[config.mk]
export PLATFORM = sky130hd
export DESIGN_NAME = prog_loader
export DESIGN_NICKNAME = d
export VERILOG_FILES = /design/src/rtl/prog_loader_pkg.sv /design/src/rtl/prog_loader_word_assembler.sv /design/src/rtl/prog_loader.sv
export SDC_FILE = /design/constraint.sdc
export NUM_CORES = 1
export LEC_CHECK = 0
export BUFFER_PORTS_ARGS = -buffer_cell sky130_fd_sc_hd__buf_2
export CAP_MARGIN = 10
export CORE_MARGIN = 4
export CORE_UTILIZATION = 30
export CTS_CLUSTER_SIZE = 40
export DETAILED_ROUTE_END_ITERATION = 10
export PLACE_DENSITY = 0.45
export SYNTH_ARGS = -nofsm -noshare
export SYNTH_HDL_FRONTEND = slang
export SYNTH_SLANG_ARGS = --single-unit
[constraint.sdc]
create_clock -name clk -period 7.1 [get_ports clk]
set_input_delay 2.13 -clock clk [delete_from_list [all_inputs] [get_ports clk]]
set_output_delay 2.13 -clock clk [all_outputs]
set_load 0.01 [all_outputs]
[src/rtl/prog_loader_pkg.sv]
// Shared definitions for the boot-stream program loader: FSM encoding,
// stream framing sizes and the checksum width.
package prog_loader_pkg;

    typedef enum logic [2:0] {
        ST_IDLE,
        ST_LEN_HI,
        ST_LEN_LO,
        ST_DATA,
        ST_WRITE,
        ST_CHECK,
        ST_DONE,
        ST_ERR
    } state_t;

    localparam int LEN_BYTES  = 2;
    localparam int WORD_BYTES = 4;
    localparam int CSUM_W     = 8;

    // Word-aligned byte address of word idx; wraps naturally at 32 bits.
    function automatic logic [31:0] word_addr(input logic [31:0] base, input logic [29:0] idx);
        return base + {idx, 2'b00};
    endfunction

endpackage

[src/rtl/prog_loader_word_assembler.sv]
// Collects stream bytes big-endian into one word and flags the byte that
// completes it.
module word_assembler
    import prog_loader_pkg::*;
(
    input  logic                      clk,
    input  logic                      rst,
    input  logic                      i_clr,
    input  logic                      i_shift,
    input  logic [7:0]                i_byte,
    output logic [8*WORD_BYTES-1:0]   o_word,
    output logic                      o_complete
);

    localparam int CNT_W = $clog2(WORD_BYTES);

    logic [CNT_W-1:0]        r_cnt;
    logic [8*WORD_BYTES-1:0] r_shift;

    always_ff @(posedge clk or posedge rst) begin
        if (rst) begin
            r_cnt   <= '0;
            r_shift <= '0;
        end else if (i_clr) begin
            r_cnt   <= '0;
            r_shift <= '0;
        end else if (i_shift) begin
            r_cnt   <= r_cnt + 1'b1;
            r_shift <= o_word;
        end
    end

    // o_word already includes the incoming byte so the caller can capture
    // the finished word on the same edge as the last transfer.
    assign o_word     = {r_shift[8*WORD_BYTES-9:0], i_byte};
    assign o_complete = i_shift && (r_cnt == CNT_W'(WORD_BYTES - 1));

endmodule

[src/rtl/prog_loader.sv]
// Loads a length-prefixed, XOR-checksummed byte stream into instruction
// memory and releases the processor reset only after a clean load.
module prog_loader
    import prog_loader_pkg::*;
#(
    parameter logic [31:0] BASE_ADDR = 32'h0000_0000,
    parameter int          MAX_WORDS = 256
) (
    input  logic        clk,
    input  logic        rst,
    input  logic        start,
    input  logic        byte_valid,
    input  logic [7:0]  byte_data,
    output logic        byte_ready,
    output logic        mem_we,
    output logic [31:0] mem_addr,
    output logic [31:0] mem_wdata,
    output logic        cpu_rst,
    output logic        busy,
    output logic        done,
    output logic        err
);

    localparam logic [8*LEN_BYTES-1:0] MAX_W = (8*LEN_BYTES)'(MAX_WORDS);

    state_t                  r_state;
    state_t                  w_state_next;
    logic [8*LEN_BYTES-1:0]  r_len;
    logic [29:0]             r_index;
    logic [CSUM_W-1:0]       r_csum;
    logic [31:0]             r_mem_addr;
    logic [31:0]             r_mem_wdata;

    logic                    w_ready;
    logic                    w_xfer;
    logic                    w_start_ok;
    logic [8*LEN_BYTES-1:0]  w_len_full;
    logic                    w_len_bad;
    logic [29:0]             w_idx_inc;
    logic                    w_more;
    logic [31:0]             w_word;
    logic                    w_word_done;

    assign w_ready    = (r_state == ST_LEN_HI) || (r_state == ST_LEN_LO) ||
                        (r_state == ST_DATA)   || (r_state == ST_CHECK);
    assign w_xfer     = byte_valid && w_ready;
    assign w_start_ok = start && ((r_state == ST_IDLE) || (r_state == ST_DONE) ||
                                  (r_state == ST_ERR));
    assign w_len_full = {r_len[15:8], byte_data};
    assign w_len_bad  = (w_len_full == '0) || (w_len_full > MAX_W);
    assign w_idx_inc  = r_index + 30'd1;
    assign w_more     = w_idx_inc < {14'd0, r_len};

    word_assembler u_word_assembler (
        .clk        (clk),
        .rst        (rst),
        .i_clr      (w_start_ok),
        .i_shift    ((r_state == ST_DATA) && w_xfer),
        .i_byte     (byte_data),
        .o_word     (w_word),
        .o_complete (w_word_done)
    );

    always_ff @(posedge clk or posedge rst) begin
        if (rst) begin
            r_state <= ST_IDLE;
        end else begin
            r_state <= w_state_next;
        end
    end

    always_comb begin
        w_state_next = r_state;
        case (r_state)
            ST_IDLE, ST_DONE, ST_ERR: if (start) w_state_next = ST_LEN_HI;
            ST_LEN_HI: if (w_xfer) w_state_next = ST_LEN_LO;
            ST_LEN_LO: if (w_xfer) w_state_next = w_len_bad ? ST_ERR : ST_DATA;
            ST_DATA:   if (w_word_done) w_state_next = ST_WRITE;
            ST_WRITE:  w_state_next = w_more ? ST_DATA : ST_CHECK;
            ST_CHECK:  if (w_xfer) w_state_next = (byte_data == r_csum) ? ST_DONE : ST_ERR;
            default:   w_state_next = ST_IDLE;
        endcase
    end

    always_ff @(posedge clk or posedge rst) begin
        if (rst) begin
            r_len       <= '0;
            r_index     <= '0;
            r_csum      <= '0;
            r_mem_addr  <= BASE_ADDR;
            r_mem_wdata <= '0;
        end else begin
            if (w_start_ok) begin
                r_index <= '0;
                r_csum  <= '0;
            end
            if ((r_state == ST_LEN_HI) && w_xfer) r_len[15:8] <= byte_data;
            if ((r_state == ST_LEN_LO) && w_xfer) r_len[7:0]  <= byte_data;
            if ((r_state == ST_DATA) && w_xfer)   r_csum      <= r_csum ^ byte_data;
            // Address and data are staged on the last byte so they are stable
            // for the whole WRITE cycle and held afterwards.
            if (w_word_done) begin
                r_mem_addr  <= word_addr(BASE_ADDR, r_index);
                r_mem_wdata <= w_word;
            end
            if (r_state == ST_WRITE) r_index <= w_idx_inc;
        end
    end

    assign byte_ready = w_ready;
    assign mem_we     = (r_state == ST_WRITE);
    assign mem_addr   = r_mem_addr;
    assign mem_wdata  = r_mem_wdata;
    assign busy       = w_ready || (r_state == ST_WRITE);
    assign done       = (r_state == ST_DONE);
    assign err        = (r_state == ST_ERR);
    assign cpu_rst    = (r_state != ST_DONE);

endmodule

Yosys cells after proc, flatten, opt, wreduce, memory -nomap -nowiden. Cells that the tools add are included.

Latch bits: 0. Bits in writable memories: 0. Flip-flop bits (word level): 145. Memories kept: 0. Output and inout port bits: 70. Input port bits: 12. Word-level logic and storage cells: 65. Memory bits (read-only): 0.

Add/sub/neg operators: 2. Bitwise gates (word level): 1. Muxes and demuxes: 17. $mul: 0. Equal/unequal tests: 15. Reduce and logical (&&, ||, !) cells: 19. Divide/modulo/power cells: 0. Shifts and indexed selects: 0. Order comparisons: 2.

Operator list (count): $mux W30 (2); $mux W24 (2); $add A30 B1 Y30 const B (1); $lt A30 B16 Y1 (1); $mux W3 (7); $pmux W3 S6 (1); $gt A16 B9 Y1 const B (1); $logic_not A16 Y1 (1); $mux W8 (2); $eq A3 B3 Y1 const B (4); $eq A8 B8 Y1 (1); $ne A2 B2 Y1 const B (4); $xor A8 B8 Y8 (1); $logic_or A1 B1 Y1 (7); $eq A3 B2 Y1 const B (2); $logic_and A1 B1 Y1 (6); $reduce_and A5 Y1 (1); $mux W2 (2); $reduce_bool A2 Y1 (2); $eq A3 B1 Y1 const B (1); $logic_not A3 Y1 (1); $ne A3 B3 Y1 const B (1); $reduce_or A3 Y1 (1); $add A2 B1 Y2 const B (1); other kinds (3) (3).

Longest topological paths before layout.
Depth after elaboration: 9. Mapped depth: 13.

Modules after synthesis. A second synthesis with hierarchy kept.

Cell total of the unflattened synthesis: 661. Area total of the unflattened synthesis: 7058.0 um2.

By module, submodules not included: prog_loader (seq. area each 2977.9 um2, instances 1, cells an instance 566, area an instance 5899.4 um2); word_assembler (seq. area each 650.6 um2, instances 1, cells an instance 95, area an instance 1158.6 um2).

Least setup slack after synthesis. No wires, ideal clock.

Path type: input to register. From: in byte_valid. To: reg r_mem_addr[10], in the netlist mem_addr[10]. Arrival time: 3.538 ns. Setup slack: 3.438 ns. Required time: 6.975 ns. Stages on the path: 6. Path buffers: 2. Cell sequence: nor2b_1 -> and3_1 -> clkbuf_1 -> nand2_1 -> clkbuf_1 -> mux2_2.

Cells in the longest elaborated chain, start to end: 3.

Ends and longest elaborated chain: start, declared (line prog_loader.sv:12) `input logic byte_valid,`; $logic_and A1 B1 Y1 (line prog_loader.sv:46) `assign w_xfer = byte_valid && w_ready;`; $logic_and A1 B1 Y1 (line prog_loader.sv:58) `.i_shift ((r_state == ST_DATA) && w_xfer),`; $logic_and A1 B1 Y1 (line prog_loader_word_assembler.sv:36) `assign o_complete = i_shift && (r_cnt == CNT_W'(WORD_BYTES - 1));`; end signal, assigned (line prog_loader.sv:103) `r_mem_addr <= word_addr(BASE_ADDR, r_index);`; end, declared (line prog_loader.sv:31) `logic [31:0] r_mem_addr;`.

Every way passes these cells. A chain may end at the register's enable or synchronous reset.

Worst setup path after layout.
From: in byte_valid. To: reg r_mem_wdata[1], in the netlist mem_wdata[1].

Cells in the longest elaborated chain, start to end: 3.

Ends and longest elaborated chain: $logic_and A1 B1 Y1 (line prog_loader.sv:46); $logic_and A1 B1 Y1 (line prog_loader.sv:58); $logic_and A1 B1 Y1 (line prog_loader_word_assembler.sv:36); end signal, assigned (line prog_loader.sv:104) `r_mem_wdata <= w_word;`; end, declared (line prog_loader.sv:32) `logic [31:0] r_mem_wdata;`.

Every way passes these cells.

==> flow_summary.yaml <==
yosys:
  ys_seq_area_frac: 0.511
  synth_edf_count: 0
  syn-cell-area_um2: 7100
  yosysTopAreaCellShare: 0.511
  synth_cell_type_count: 56
  synth-main-ff-cell: "dfrtp_1"
  syn_avg_cell_area_um2: 10.3
  synth_area_leaders: "dfrtp_1, mux2_2, nand2_1, o21ai_0, ha_1"
  yosysWarnings: 0
  netlist_instances: 690
  synth_area_leader_cell: "dfrtp_1"
  ys_seq_elements: 145
  ys_async_sr_fraction: 1.00
detailed_routing:
  routed_via_density: 4.84
  wl_met2_mm: 8.43
  routedWlPerCell_um: 16.0
  ant_nets: 0
  m1WireLength_mm: 7.94
  drtIter0Drc: 288
  first_pass_iters: 5
  wl_mm: 17.2
  route.met3.wl_um: 580
  vias: 5210
  dr.max_layer_used: "met4"
  drcViolationCount: 0
outcome:
  outcome: "completed"
finish:
  fin_nets: 774
  stdcell_count: 1077
  fin_util: 0.352
  syn2layout_area_growth_pct: 16.1
  layout_commonest_cell: "dfrtp_1"
  most-common-layout-cells: "dfrtp_1, nand2_1, buf_2, o21ai_0, mux2_2"
  insertedDiodeCount: 0
  design_area_um2: 8240
  drive_gt1_frac: 0.263
global_route:
  grt_pass1_vias: 5357
  grt_max_degree: 90
  grt_pass1_wl_mm: 28.5
  track_usage: 0.135
  antenna_found_initial: 0
  gr-total-overflow: 0
timing:
  period_minus_slack_ns: 4.05
  skew_ns: 0.00866
  timing.setup.tns_ns: 0
  fmax_ghz: 0.247
  slew_viol_final: 0
  hold_viol_final: 0
  rsz0062_at_grt: "no"
  relSlewSlack: 0.302
  setup_viol: 0
  worst_slew_pin_slew_ns: 1.05
  post-route-period-util: 0.571
  timing.final.ws_setup_ns: 3.05
  hold_ws_ns: 0.500
setup_path:
  crit_path_start_kind: "input port"
  cp-end-kind: "flip-flop"
  worstPathArrival_ns: 4.36
  crit_required_ns: 7.41
  path_max_fanout: 32
  crit_type: "in -> reg"
clock_tree:
  cts.htree.levels: 4
  clock-sinks: 145
  post_cts_resize_count: 0
  cts_tree: "done"
  clkTransAtPathRegs_ns: 0.06
  post_cts_buffers: 0
  cts_buffer_depth: 2
  cts_inserted_buffers: 17
  clock_latency_ns: 0.42
  ctsHoldBuffers: 0
  cts_root_buf: "clkbuf_16"
placement:
  gp_congestion: 0.782
  place_inst: 1045
  portBuffers: 79
  pre_cts_ws_ns: 2.57
  hpwl_mm: 11.7
  placed_area_um2: 7670
job:
  cap_violations: 0
power:
  p_total_mw: 2.62
  power_density_nw_per_um2: 318
  vdd_drop_max_mv: 0.159
  power_leakage_nw: 4.00
die:
  core_area_um2: 23400
  die-area_um2: 26200
  initial_core_util: 0.303
  dieWidth_um: 162
  std_cell_rows: 56
  die_h_um: 162
  pin_count: 82
hold_path:
  worstHoldPathType: "reg -> reg"
==> cell usage after synthesis (all sizes together), types with 10 or more instances <==
master and number:
inv 22, o21ai 74, mux2 65, ha 17, buf 12, clkbuf 39
nand3 17, a21oi 40, nand2 106, dfrtp 145, nor4 10, nor2 33
nand4 12, o31ai 10, xnor2 23
==> critical path, stage by stage <==
cell     delay, ns
buf_2         0.12
nor2b_1       0.16
and3_1        0.21
buf_4         0.23
nand2_2       0.58
buf_4         0.50
mux2_2        0.39
==> flip-flops by register name, summed over array words and instances, names as in the netlist <==
signal	count
mem_addr	30
mem_wdata	32
r_csum	8
r_index	30
r_len	16
r_state	3
u_word_assembler.r_cnt	2
u_word_assembler.r_shift	24
==> where the power goes <==
| part | internal (mW) | leakage, nW | switching [mW] | total (mW) |
|---|---|---|---|---|
| clock | 0.487 | 0.267 | 0.367 | 0.854 |
| sequential | 1.01 | 1.97 | 0.144 | 1.15 |
| combinational | 0.243 | 1.76 | 0.367 | 0.610 |
==> layout make-up <==
| cell class | instances | area (µm²) |
|---|---|---|
| multi-input cells | 473 | 3110 |
| clock buffers | 22 | 484 |
| clock inverters | 10 | 77.6 |
| repair buffers | 86 | 448 |
| flip-flops and latches | 145 | 3630 |
| fillers | 2454 | 15200 |
| well taps | 319 | 399 |
| inverters | 22 | 87.6 |
==> layer usage <==
metal / track usage / vias to the layer above
met5: 0 / -
met4: 0.0473 / 0
met3: 0.0284 / 17
met2: 0.224 / 86
met1: 0.175 / 2606
li1: - / 2501
==> path summary, 6_finish.rpt <==
check                              start             to  slack [ns]  depth (start not counted)
min reg2reg                mem_wdata[11]  mem_wdata[11]        0.50                          1
max in group asynchronous            rst    r_index[22]        3.98                          3
max                           byte_valid   mem_wdata[1]        3.05                          7
min in group asynchronous            rst  mem_wdata[30]        1.85                          2
min                        mem_wdata[11]  mem_wdata[11]        0.50                          1
max reg2reg                   r_index[2]     r_state[2]        3.09                         11
==> logic make-up after synthesis <==
family	synth area share
other	0.000528
and+or+nand+nor	0.147
muxes	0.105
DFF	0.511
xor gates and xnor gates	0.0383
adders and majority gates	0.0300
buffers and inverters	0.0518
AOI/OAI and AO/OA	0.117
Power figures use the tool's default switching activity.
